--- src/rtl/datapath_pkg.sv ---
// datapath_pkg -- shared constants, bus-source encoding and helpers for the
// datapath block.
//   WORD_W     : register / bus width
//   PC_INC     : amount added by the IncPC ALU op
//   bus_sel_e  : bus sources; the enum value is the priority rank (0 wins)
//   pick_src   : priority encoder from the raw drive selects to bus_sel_e
//   sext19     : sign-extends an IR[18:0] constant to a full word
package datapath_pkg;

  localparam int WORD_W  = 32;
  localparam int NUM_SRC = 10;
  localparam logic [WORD_W-1:0] PC_INC = 32'd1;

  // Order matters: lower value = higher priority on the bus.
  typedef enum logic [3:0] {
    SEL_PC     = 4'd0,
    SEL_MDR    = 4'd1,
    SEL_ZLO    = 4'd2,
    SEL_ZHI    = 4'd3,
    SEL_HI     = 4'd4,
    SEL_LO     = 4'd5,
    SEL_R2     = 4'd6,
    SEL_R3     = 4'd7,
    SEL_C      = 4'd8,
    SEL_INPORT = 4'd9,
    SEL_NONE   = 4'd10
  } bus_sel_e;

  // req[i] is the drive select whose rank is i; lowest asserted index wins.
  function automatic bus_sel_e pick_src(input logic [NUM_SRC-1:0] req);
    bus_sel_e sel;
    sel = SEL_NONE;
    for (int i = NUM_SRC - 1; i >= 0; i--) begin
      if (req[i]) sel = bus_sel_e'(4'(i));
    end
    return sel;
  endfunction

  function automatic logic [WORD_W-1:0] sext19(input logic [18:0] v);
    return {{(WORD_W-19){v[18]}}, v};
  endfunction

endpackage

--- src/rtl/datapath_reg32.sv ---
// reg32 -- one word register with synchronous active-low clear and load enable.
//   clk  : rising-edge clock
//   clr  : synchronous clear, active low, wins over i_ld
//   i_ld : load enable
//   i_d  : load data
//   o_q  : current contents
module reg32
  import datapath_pkg::*;
(
  input  logic              clk,
  input  logic              clr,
  input  logic              i_ld,
  input  logic [WORD_W-1:0] i_d,
  output logic [WORD_W-1:0] o_q
);

  logic [WORD_W-1:0] r_q;

  always_ff @(posedge clk) begin
    if (!clr)      r_q <= '0;
    else if (i_ld) r_q <= i_d;
  end

  assign o_q = r_q;

endmodule

--- src/rtl/datapath.sv ---
// datapath -- single-bus CPU datapath: register file slice, MDR, HI/LO, Y,
// 64-bit Z and a small ALU, all connected through one priority-muxed bus.
//   clk, clr          : clock, synchronous active-low reset
//   MDatain, Read     : memory read data and MDR source select
//   *in strobes       : register load enables (R1..Zin)
//   *out selects      : bus drive selects, PCout highest priority
//   IncPC, AND        : ALU op selects (default op is add)
//   BusMuxOut, *q, Z* : observation of the bus and register contents
module datapath
  import datapath_pkg::*;
(
  input  logic              clk,
  input  logic              clr,
  input  logic [WORD_W-1:0] MDatain,
  input  logic              Read,
  input  logic              R1in,
  input  logic              R2in,
  input  logic              R3in,
  input  logic              PCin,
  input  logic              IRin,
  input  logic              MARin,
  input  logic              MDRin,
  input  logic              Yin,
  input  logic              Zin,
  input  logic              R2out,
  input  logic              R3out,
  input  logic              PCout,
  input  logic              MDRout,
  input  logic              Zlowout,
  input  logic              Zhighout,
  input  logic              HIout,
  input  logic              LOout,
  input  logic              Cout,
  input  logic              InPortout,
  input  logic              IncPC,
  input  logic              AND,
  output logic [WORD_W-1:0] BusMuxOut,
  output logic [WORD_W-1:0] PCq,
  output logic [WORD_W-1:0] IRq,
  output logic [WORD_W-1:0] MARq,
  output logic [WORD_W-1:0] R1q,
  output logic [WORD_W-1:0] R2q,
  output logic [WORD_W-1:0] R3q,
  output logic [WORD_W-1:0] Zlo,
  output logic [WORD_W-1:0] Zhi
);

  // Registers that load straight from the bus share one instance array.
  localparam int NUM_BREG = 7;
  localparam int RI_R1  = 0;
  localparam int RI_R2  = 1;
  localparam int RI_R3  = 2;
  localparam int RI_PC  = 3;
  localparam int RI_IR  = 4;
  localparam int RI_MAR = 5;
  localparam int RI_Y   = 6;

  logic [NUM_BREG-1:0]             w_bld;
  logic [NUM_BREG-1:0][WORD_W-1:0] w_bq;
  logic [WORD_W-1:0]               w_bus;
  logic [WORD_W-1:0]               w_mdr_d;
  logic [WORD_W-1:0]               w_mdr_q;
  logic [WORD_W-1:0]               w_hi_q;
  logic [WORD_W-1:0]               w_lo_q;
  logic [WORD_W-1:0]               w_zlo_q;
  logic [WORD_W-1:0]               w_zhi_q;
  logic [WORD_W-1:0]               w_alu;
  logic [NUM_SRC-1:0]              w_req;
  bus_sel_e                        w_sel;

  assign w_bld = {Yin, MARin, IRin, PCin, R3in, R2in, R1in};

  for (genvar g = 0; g < NUM_BREG; g++) begin : g_breg
    reg32 u_reg (
      .clk  (clk),
      .clr  (clr),
      .i_ld (w_bld[g]),
      .i_d  (w_bus),
      .o_q  (w_bq[g])
    );
  end

  assign w_mdr_d = Read ? MDatain : w_bus;

  reg32 u_mdr (.clk(clk), .clr(clr), .i_ld(MDRin), .i_d(w_mdr_d), .o_q(w_mdr_q));

  // HI/LO have no writer in this block; they only ever hold the reset value.
  reg32 u_hi  (.clk(clk), .clr(clr), .i_ld(1'b0), .i_d('0), .o_q(w_hi_q));
  reg32 u_lo  (.clk(clk), .clr(clr), .i_ld(1'b0), .i_d('0), .o_q(w_lo_q));

  // Z is two words; every ALU op produces a zero upper half.
  reg32 u_zlo (.clk(clk), .clr(clr), .i_ld(Zin), .i_d(w_alu), .o_q(w_zlo_q));
  reg32 u_zhi (.clk(clk), .clr(clr), .i_ld(Zin), .i_d('0),    .o_q(w_zhi_q));

  // Bit position == priority rank in bus_sel_e.
  assign w_req = {InPortout, Cout, R3out, R2out, LOout, HIout,
                  Zhighout, Zlowout, MDRout, PCout};
  assign w_sel = pick_src(w_req);

  always_comb begin
    w_bus = '0;
    case (w_sel)
      SEL_PC:  w_bus = w_bq[RI_PC];
      SEL_MDR: w_bus = w_mdr_q;
      SEL_ZLO: w_bus = w_zlo_q;
      SEL_ZHI: w_bus = w_zhi_q;
      SEL_HI:  w_bus = w_hi_q;
      SEL_LO:  w_bus = w_lo_q;
      SEL_R2:  w_bus = w_bq[RI_R2];
      SEL_R3:  w_bus = w_bq[RI_R3];
      SEL_C:   w_bus = sext19(w_bq[RI_IR][18:0]);
      default: w_bus = '0;  // input port and no-select both read as zero
    endcase
  end

  always_comb begin
    w_alu = w_bq[RI_Y] + w_bus;
    if (IncPC)    w_alu = w_bus + PC_INC;
    else if (AND) w_alu = w_bq[RI_Y] & w_bus;
  end

  assign BusMuxOut = w_bus;
  assign PCq       = w_bq[RI_PC];
  assign IRq       = w_bq[RI_IR];
  assign MARq      = w_bq[RI_MAR];
  assign R1q       = w_bq[RI_R1];
  assign R2q       = w_bq[RI_R2];
  assign R3q       = w_bq[RI_R3];
  assign Zlo       = w_zlo_q;
  assign Zhi       = w_zhi_q;

endmodule

--- config.mk ---
export PLATFORM = sky130hd
export DESIGN_NAME = datapath
export DESIGN_NICKNAME = d
export VERILOG_FILES = /design/src/rtl/datapath_pkg.sv /design/src/rtl/datapath_reg32.sv /design/src/rtl/datapath.sv
export SDC_FILE = /design/constraint.sdc
export NUM_CORES = 1
export LEC_CHECK = 0
export ABC_AREA = 1
export BUFFER_PORTS_ARGS = -buffer_cell sky130_fd_sc_hd__buf_2
export CORE_ASPECT_RATIO = 1.2
export CORE_MARGIN = 8
export CORE_UTILIZATION = 30
export DETAILED_ROUTE_END_ITERATION = 6
export PLACE_DENSITY = 0.5
export SLEW_MARGIN = 5
export SYNTH_ARGS = -nofsm -noshare
export SYNTH_HDL_FRONTEND = slang
export SYNTH_SLANG_ARGS = --single-unit
--- constraint.sdc ---
create_clock -name clk -period 3.8 [get_ports clk]
set_input_delay 0.38 -clock clk [delete_from_list [all_inputs] [get_ports clk]]
set_output_delay 0.38 -clock clk [all_outputs]
set_load 0.02 [all_outputs]
Word-level counts from Yosys, hierarchy flattened
Index checks and enable logic that the tools add are counted.
{"block": "classes", "add_sub_neg": 2, "n_eq_ne": 5, "n_mux": 14, "bitwise_logic": 1, "reduce_logical": 1}
{"cell": "one-hot mux 32 bit (6 select lines)", "n": 1}
{"cell": "two-way mux 32 bit", "n": 3}
{"cell": "two-way mux 4 bit", "n": 9}
{"cell": "adder 32 x 1 -> 32 bit, second input constant", "n": 1}
{"cell": "adder 32 bit", "n": 1}
{"cell": "bitwise AND 32 bit", "n": 1}
{"cell": "== test 4 x 3 -> 1 bit, second input constant", "n": 2}
{"cell": "== test 4 x 1 -> 1 bit, second input constant", "n": 1}
{"cell": "== test 4 x 2 -> 1 bit, second input constant", "n": 1}
{"cell": "== test 4 bit, second input constant", "n": 1}
{"cell": "logical NOT 4 bit", "n": 1}
{"cell": "two-way mux 2 bit", "n": 1}
{"block": "word_totals", "regBits": 288, "input_bits": 56, "wordCells": 32}

Depth between registers and ports, before layout
Gate-level depths: netlist (run 1).
{"block": "depth", "ltp_word": 15, "ltp_mapped": 32}

Hierarchy
From an unflattened synthesis (run 1), not the netlist that was laid out.
{"block": "unflattened", "cells_unflattened": 3719, "area_unflattened_um2": 22552.9}
{"mod": "reg32", "instances": 12, "cells_each": 202, "area_per_inst_um2": 1335.0, "seq_area_each_um2": 640.6}
{"mod": "datapath", "instances": 1, "cells_each": 1295, "area_per_inst_um2": 6532.5, "seq_area_each_um2": 0.0}

Least setup slack after synthesis (run 1)
OpenSTA, ideal clock, no wires.
{"block": "synth_timing", "path_type": "input port to flip-flop", "startpoint": "input port Cout", "endpoint": "register u_zlo.r_q[29], in the netlist u_zlo.o_q[29]", "setup_time_ns": 0.119, "t_arrival_ns": 3.385, "t_required_ns": 3.681, "path_slack_ns": 0.295, "stages": 25, "path_buffers": 2, "path_cell_list": "o211ai_1 -> nand3_1 -> o21ai_1 -> inv_2 -> nand2_1 -> inv_2 -> buf_4 -> nand2_1 -> nand4_1 -> nor2_1 -> buf_2 -> inv_1 -> ha_1 -> a21oi_1 -> inv_1 -> a31oi_1 -> nor2_1 -> nor2_1 -> nand2_1 -> nand2_1 -> nand3_1 -> nand2_1 -> nand3_1 -> nand2_1 -> a21oi_1"}
{"block": "synth_via", "elab_chain_len": 14, "elab_cells_between_ends": 21, "cone_classes": "add/sub (2); eq/ne (5); mux (12); bitwise (1); reduce/logical (1)"}
{"element": "from (decl)", "line": "datapath.sv:33", "text": "input logic Cout,"}
{"element": "two-way mux 4 bit * (9 in series)", "line": "datapath_pkg.sv:34", "text": "if (req[i]) sel = bus_sel_e'(4'(i));"}
{"element": "== test 4 bit, or another cell as far along", "line": "datapath.sv:102", "text": "case (w_sel)"}
{"element": "one-hot mux 32 bit (6 select lines) *", "line": "datapath.sv:102"}
{"element": "via BusMuxOut[8]", "line": "datapath.sv:37", "text": "output logic [WORD_W-1:0] BusMuxOut,"}
{"element": "adder 32 bit", "line": "datapath.sv:117", "text": "w_alu = w_bq[RI_Y] + w_bus;"}
{"element": "two-way mux 32 bit", "line": "datapath.sv:119", "text": "else if (AND) w_alu = w_bq[RI_Y] & w_bus;"}
{"element": "two-way mux 32 bit *", "line": "datapath.sv:118", "text": "if (IncPC) w_alu = w_bus + PC_INC;"}
{"element": "to (signal assigned)", "line": "datapath_reg32.sv:21", "text": "else if (i_ld) r_q <= i_d;"}
{"element": "to (decl)", "line": "datapath_reg32.sv:17", "text": "logic [WORD_W-1:0] r_q;"}
Mark *: on every way through the listed nets, which the timed path passes. The rest lies on a longest branch.
A chain may end at the register's enable or synchronous reset.

Worst setup path in the final report (run 1)
{"block": "layout_timing", "startpoint": "input port Cout", "endpoint": "register u_zlo.r_q[27], in the netlist u_zlo.o_q[27]"}
{"block": "layout_via", "elab_chain_len": 14, "elab_cells_between_ends": 21, "cone_classes": "add/sub (2); eq/ne (5); mux (12); bitwise (1); reduce/logical (1)"}
{"element": "two-way mux 4 bit * (9 in series)", "line": "datapath_pkg.sv:34"}
{"element": "== test 4 bit, or another cell as far along", "line": "datapath.sv:102"}
{"element": "one-hot mux 32 bit (6 select lines) *", "line": "datapath.sv:102"}
{"element": "adder 32 bit / bitwise AND 32 bit (equally long branches)", "line": "datapath.sv:117, datapath.sv:119"}
{"element": "two-way mux 32 bit", "line": "datapath.sv:119"}
{"element": "two-way mux 32 bit *", "line": "datapath.sv:118"}
Mark *: on every way between the ends. The rest lies on a longest branch, timed or not.

==> impl_metrics.py, run 1 <==
metrics = {
    "clocking": {
        "cts_tree": "yes",
        "cts_buffers": 35,
        "path_clk_slew_ns": 0.06,
        "clock-sinks": 288,
        "clock_latency_ns": 0.55,
        "clock_path_buffers": 3,
        "cts_setup_buffers": 0,
        "htreeDepth": 2,
        "ctsHoldBuffers": 0,
        "root_buffer": "clkbuf_16",
    },
    "pwr": {
        "p_leak_nw": 9.37,
        "swShare": 0.325,
        "p_clk_frac": 0.393,
        "power_switching_mw": 2.70,
        "peakVddDrop_uv": 299,
        "seqPwrFrac": 0.409,
        "power_frac_comb": 0.198,
        "p_int_mw": 5.60,
        "p_per_area_nw_per_um2": 431,
    },
    "die": {
        "initial_core_util": 0.301,
        "die_w_um": 222,
        "die_area_um2": 58700,
        "pin_count": 344,
        "core_um2": 51000,
        "row_count": 91,
        "die_y_um": 264,
    },
    "synth": {
        "synth_top_area_frac": 0.376,
        "postSynthCellCount": 2268,
        "async_flop_share": 0,
        "seq_area_frac_synth": 0.376,
        "synth_area_um2": 15300,
        "ys_ff_latch": 288,
        "yosys_warnings": 0,
        "synth_top_cell_by_area": "dfxtp_1",
        "yosysMostFrequentCell": "nand2_1",
        "synth_enable_flop_cells": 0,
        "netlist_top_cells_area": "dfxtp_1, nand2_1, a21oi_1, o21ai_0, inv_1",
        "synthFlopType": "dfxtp_1",
        "synth_common_cells": "nand2_1, a21oi_1, dfxtp_1",
        "syn_avg_cell_area_um2": 6.77,
        "yosysUniqueCellTypes": 48,
    },
    "min_path": {
        "whs_path_depth": 3,
        "hold_end": "u_mdr.o_q[29]",
        "hold_path.startpoint": "MDatain[29]",
        "min_path_type": "in2reg",
    },
    "flow_run": {
        "maxCapViolCount": 0,
    },
    "global_routing": {
        "grt-ovfl-total": 0,
        "grt_use_total": 0.238,
        "grt_pass1_vias": 16300,
        "grt_antenna_before_repair": 2,
        "grt_pass1_wl_um": 107000,
        "grt_max_degree": 93,
    },
    "routing": {
        "wl_um": 72500,
        "drt_iter0_drc": 1303,
        "route.antenna.remaining_nets": 0,
        "wl_met2_um": 33300,
        "top_layer_used": "met5",
        "wire_per_inst_um": 22.0,
        "wl_met3_um": 5310,
        "vias_per_cell": 5.08,
        "met1_length_um": 30600,
        "firstDrtPassIters": 6,
        "drc_errors": 0,
        "num_vias": 16700,
    },
    "worst_setup_path": {
        "r2r_start": "g_breg[1].u_reg.o_q[16]",
        "slowest_delay_ns": 0.37,
        "cp_slowest_cell": "ha_1",
        "startpoint_type": "primary input",
        "reg2regPathDepth": 20,
        "crit_top_cell": "nand2_1",
        "path_depth": 22,
        "rrSetupSlack_ns": 0.70,
        "cp.required_ns": 4.23,
        "cp_top_family": "simple AND/OR/NAND/NOR gates",
        "worstPathCellList": "buf_2 -> o211ai_1 -> nand3_1 -> o21ai_1 -> inv_2 -> nand2_1 -> inv_2 -> nand2_1 -> nand2_1 -> nor2_1 -> inv_1 -> ha_1 -> a21oi_1 -> o21ai_0 -> a21oi_1 -> nor2_1 -> nor2_1 -> nand2_1 -> nand2_1 -> nand3_1 -> nand2_1 -> a21oi_1",
        "critPathCaptureType": "register",
        "crit_arrival_ns": 3.92,
        "path_buf_inv": 4,
        "critPathKind": "in2reg",
        "crit_fanout": 14,
        "rr_endpoint": "u_zlo.o_q[27]",
    },
    "sta": {
        "rsz0062_at_grt": "false",
        "slew_headroom": 0.269,
        "hold_violations": 0,
        "finalSetupViolCount": 0,
        "fmax_mhz": 287,
        "fin_skew_ns": 0.0141,
        "drv_slew": 0,
        "setup_ws_ns": 0.311,
        "final.period_utilization": 0.918,
        "worst_pin_slew_ns": 1.10,
        "fin_crit_ns": 3.49,
    },
    "final_layout": {
        "nNetsFinal": 2714,
        "drive_above_1_share": 0.223,
        "final_util": 0.378,
        "area_delta_synth_final_pct": 25.5,
        "fin_cells": 3298,
    },
    "status": {
        "status": "completed",
    },
    "place": {
        "place_inst": 3242,
        "hpwl_um": 56800,
        "place_ws_ns": -0.288,
        "place.gp.congestion": 0.975,
        "portBuffers": 311,
    },
}
## area by class of cell
class	count	area, um^2
flip-flops and latches	288	5770
clock buffers	45	973
well taps	651	815
diodes	1	2.50
multi-input cells	1615	8000
repair buffers	463	2750
fillers	5539	31700
inverters	225	855
clock inverters	10	103
## state kept, by name, indices dropped and copies added (netlist names)
name,flops
g_breg.u_reg.o_q,224
u_zlo.o_q,32
u_mdr.o_q,32
## worst max-delay path by stage
stage / start / to / slack (ns)
floorplan: Cout / u_zlo.o_q[29] / 0.30
global placement: Cout / u_zlo.o_q[26] / -0.41
detailed placement: Cout / u_zlo.o_q[26] / -0.29
finish: Cout / u_zlo.o_q[27] / 0.31
CTS: Cout / u_zlo.o_q[26] / 0.28
global route: Cout / u_zlo.o_q[26] / 0.01
## stage by stage
step           TNS, ns  area, um^2  total power [mW]  hold WS (ns)
3_3_place_gp     -1.68       18200              5.07         0.456
2_1_floorplan        0       15500              4.38         0.445
5_1_grt              0       19300              8.65         0.101
3_5_place_dp    -0.624       18200              5.09         0.455
6_report             0       19300              8.30         0.120
4_1_cts              0       19300              8.37        0.0842
## kinds of logic after synthesis
kind of cell	share of synthesized area
XOR/XNOR	0.00856
AO/OA/AOI/OAI	0.246
other	0.000244
buffers and inverters	0.112
flip-flops	0.376
adder cells (fa/ha/maj)	0.0249
AND/OR/NAND/NOR	0.233
## cells in the final DEF (no fill, tap or decap), types with 3 or more instances in the layout
cell type and count:
o221ai_1 3, clkbuf_1 4, nor2_4 10, nand4_1 27, buf_2 310, nor3_1 9, xor2_1 15, conb_1 32
o21ai_1 8, buf_4 148, clkbuf_8 6, nor2_1 136, a31oi_1 9, nand2_2 9, clkbuf_16 35, inv_1 194
clkinv_2 7, clkinv_1 7, ha_1 29, nand3_2 3, nand2_1 495, dfxtp_1 288, nor2_2 15, a21oi_1 352
nand3_1 98, nor3_4 4, nor3_2 3, o21ai_0 283, inv_2 20, buf_12 4, nand2_4 5, o211ai_1 53
## power groups by stage
| stage | clock (mW) | combinational (mW) | sequential [mW] |
|---|---|---|---|
| 2_1_floorplan | 0 | 0.807 | 3.57 |
| 3_3_place_gp | 0 | 1.62 | 3.45 |
| 3_5_place_dp | 0 | 1.63 | 3.45 |
| 4_1_cts | 3.34 | 1.64 | 3.39 |
| 5_1_grt | 3.45 | 1.79 | 3.41 |
| 6_report | 3.26 | 1.64 | 3.39 |
## repair_timing
action / 4_1_cts / 5_1_grt
endpoints found under the setup margin: 0 / 1
hold endpoints to repair: 0 / 0
resized for setup: 0 / 2
## worst register-to-register path: stages (launching register included)
cell and delay, ns:
dfxtp_1 0.31, inv_1 0.08, o21ai_0 0.22, a21oi_1 0.25, nand2_1 0.07, nor2_1 0.14, inv_1 0.11, ha_1 0.38
buf_4 0.17, nand3_1 0.07, nand2_1 0.11, nand2_1 0.08, nand2_1 0.06, a21oi_1 0.20, nor2_1 0.10, nor2_1 0.20
nand2_1 0.08, nand2_1 0.06, nand3_1 0.06, nand2_1 0.15, a21oi_1 0.08
## routing by layer
layer | vias to the layer above | track usage
met4 | 4 | 0.0978
met3 | 139 | 0.0520
met2 | 606 | 0.390
li1 | 8184 | -
met5 | - | 0
met1 | 7807 | 0.301
(Power assumes the default switching activity.)
==> inputs of run 2 (changes only) <==
Settings changed: SETUP_SLACK_MARGIN from default to 0.5.
==> run 2 against run 1 <==
Effect of this change:
- worst setup slack improved by 0.36 ns
- total power increased by 1.3%
- register-to-register slack improved by 0.23 ns
- clock skew increased by 0.016 ns
- first-iteration DRC count decreased by 7.3%
==> impl_metrics.py, run 2 (synthesis gave the netlist of run 1 again) <==
metrics = {
    "worst_setup_path": {
        "cp.required_ns": 4.24,
        "cp_slowest_cell": "ha_1",
        "rr_endpoint": "u_zlo.o_q[25]",
        "r2r_start": "u_zlo.o_q[23]",
        "critPathCaptureType": "register",
        "worstPathCellList": "buf_2 -> inv_1 -> nand2_1 -> nand2_1 -> nand2_1 -> nand2_1 -> nand2_1 -> nand2_1 -> nand2_4 -> nand2_2 -> buf_4 -> o21ai_0 -> a21oi_1 -> nand4_1 -> ha_1 -> nand3_1 -> nor2_1 -> nand2_1 -> nor2_1 -> nand3_1 -> nand3_1 -> nand3_1 -> nand2_1 -> a21oi_1",
        "critPathKind": "in2reg",
        "slowest_delay_ns": 0.48,
        "startpoint_type": "primary input",
        "reg2regPathDepth": 15,
        "crit_fanout": 7,
        "crit_top_cell": "nand2_1",
        "crit_arrival_ns": 3.57,
        "rrSetupSlack_ns": 0.93,
    },
    "min_path": {
        "whs_path_depth": 3,
        "hold_path.startpoint": "MDatain[4]",
        "min_path_type": "in2reg",
        "hold_end": "u_mdr.o_q[4]",
    },
    "final_layout": {
        "fin_cells": 3265,
        "multi_input_area_um2": 8110,
        "drive_above_1_share": 0.224,
        "final-seq-area_um2": 5770,
        "largest_reg_flops": 224,
        "fin_area_um2": 19200,
        "final_common_cell": "nand2_1",
        "nNetsFinal": 2673,
        "fill_cells": 5554,
        "area_delta_synth_final_pct": 24.9,
        "final_cell_mix": "nand2_1, a21oi_1, buf_2, dfxtp_1, o21ai_0",
    },
    "sta": {
        "setup_ws_ns": 0.669,
        "drv_slew": 0,
        "fin_skew_ns": 0.0303,
        "slew_headroom": 0.259,
        "tns_ns": 0,
        "final.period_utilization": 0.824,
        "rsz0062_at_grt": "true",
        "hold_violations": 0,
        "fin_crit_ns": 3.13,
        "finalSetupViolCount": 0,
        "worst_pin_slew_ns": 1.11,
        "fmax_mhz": 319,
    },
    "die": {
        "die_area_um2": 58700,
        "core_um2": 51000,
        "row_count": 91,
        "initial_core_util": 0.301,
        "die_y_um": 264,
        "pin_count": 344,
        "die_w_um": 222,
    },
    "place": {
        "placed_area_um2": 17900,
        "place.gp.congestion": 0.965,
        "hpwl_um": 55100,
        "place_ws_ns": -0.000162,
        "place_inst": 3201,
        "portBuffers": 311,
    },
    "global_routing": {
        "grt-ovfl-total": 0,
        "grt_pass1_vias": 16200,
        "grt_use_total": 0.232,
        "grt_max_degree": 115,
        "grt_pass1_wl_um": 105000,
        "grt_antenna_before_repair": 3,
    },
    "clocking": {
        "htreeDepth": 2,
        "root_buffer": "clkbuf_16",
        "clock_path_buffers": 3,
        "cts_buffers": 34,
        "cts_tree": "yes",
        "path_clk_slew_ns": 0.06,
        "clock-sinks": 288,
        "clock_latency_ns": 0.56,
    },
    "routing": {
        "num_vias": 16700,
        "route.antenna.remaining_nets": 0,
        "drt_iter0_drc": 1208,
        "wl_um": 71000,
        "drc_errors": 0,
        "firstDrtPassIters": 6,
        "vias_per_cell": 5.11,
        "wire_per_inst_um": 21.7,
    },
    "pwr": {
        "p_per_area_nw_per_um2": 439,
        "p_leak_nw": 9.18,
        "peakVddDrop_uv": 338,
    },
    "status": {
        "status": "completed",
    },
    "flow_run": {
        "maxCapViolCount": 0,
    },
}
[run 2: layout make-up]
| cell class | count | area share |
|---|---|---|
| multi-input cells | 1615 | 0.423 |
| diodes | 2 | 0.000261 |
| inverters | 225 | 0.0455 |
| repair buffers | 423 | 0.129 |
| well taps | 651 | 0.0425 |
| clock inverters | 16 | 0.00979 |
| flip-flops and latches | 288 | 0.301 |
| clock buffers | 45 | 0.0492 |
[run 2: how the worst max path moves through the flow]
stage,from,end,slack (ns),cells after the start
5_1_grt,MDRout,u_zlo.o_q[18],0.45,28
3_5_place_dp,Cout,u_zlo.o_q[29],-0.0002,29
2_1_floorplan,Cout,u_zlo.o_q[27],0.51,30
3_3_place_gp,Cout,u_zlo.o_q[25],0.03,26
6_report,Cout,u_zlo.o_q[25],0.67,24
4_1_cts,Cout,u_zlo.o_q[29],0.59,29
[run 2: power breakdown]
part           switching [mW]  internal, mW
clock                    1.43          1.97
sequential              0.175          3.22
combinational            1.13         0.497
total                    2.73          5.69
[run 2: worst max-delay path, delay by kind of cell]
kind | cells | cell delay [ns]
simple gates | 17 | 2.02
fa+ha+maj | 1 | 0.48
buf+inv | 3 | 0.35
compound gates | 3 | 0.30
[run 2: through the flow]
stage / util / hold slack (ns) / power (mW)
floorplan: - / 0.445 / 4.39
global placement: 0.351 / 0.456 / 5.04
detailed placement: 0.351 / 0.458 / 5.06
CTS: 0.373 / 0.0881 / 8.48
global route: 0.376 / 0.107 / 8.74
finish: 0.376 / 0.121 / 8.41
[run 2: repair_timing]
action,CTS,global route
buffers inserted,0,1
hold buffers,0,0
resized for setup,0,32
hold endpoints to repair,0,0
endpoints found under the setup margin,0,16
[run 2: routing by layer]
| layer | wire (um) | vias up | GRT usage |
|---|---|---|---|
| met5 | 26 | - | 0 |
| met4 | 3510 | 4 | 0.107 |
| met3 | 6300 | 147 | 0.0692 |
| met2 | 31900 | 683 | 0.373 |
| met1 | 29300 | 7732 | 0.284 |
| li1 | - | 8133 | - |
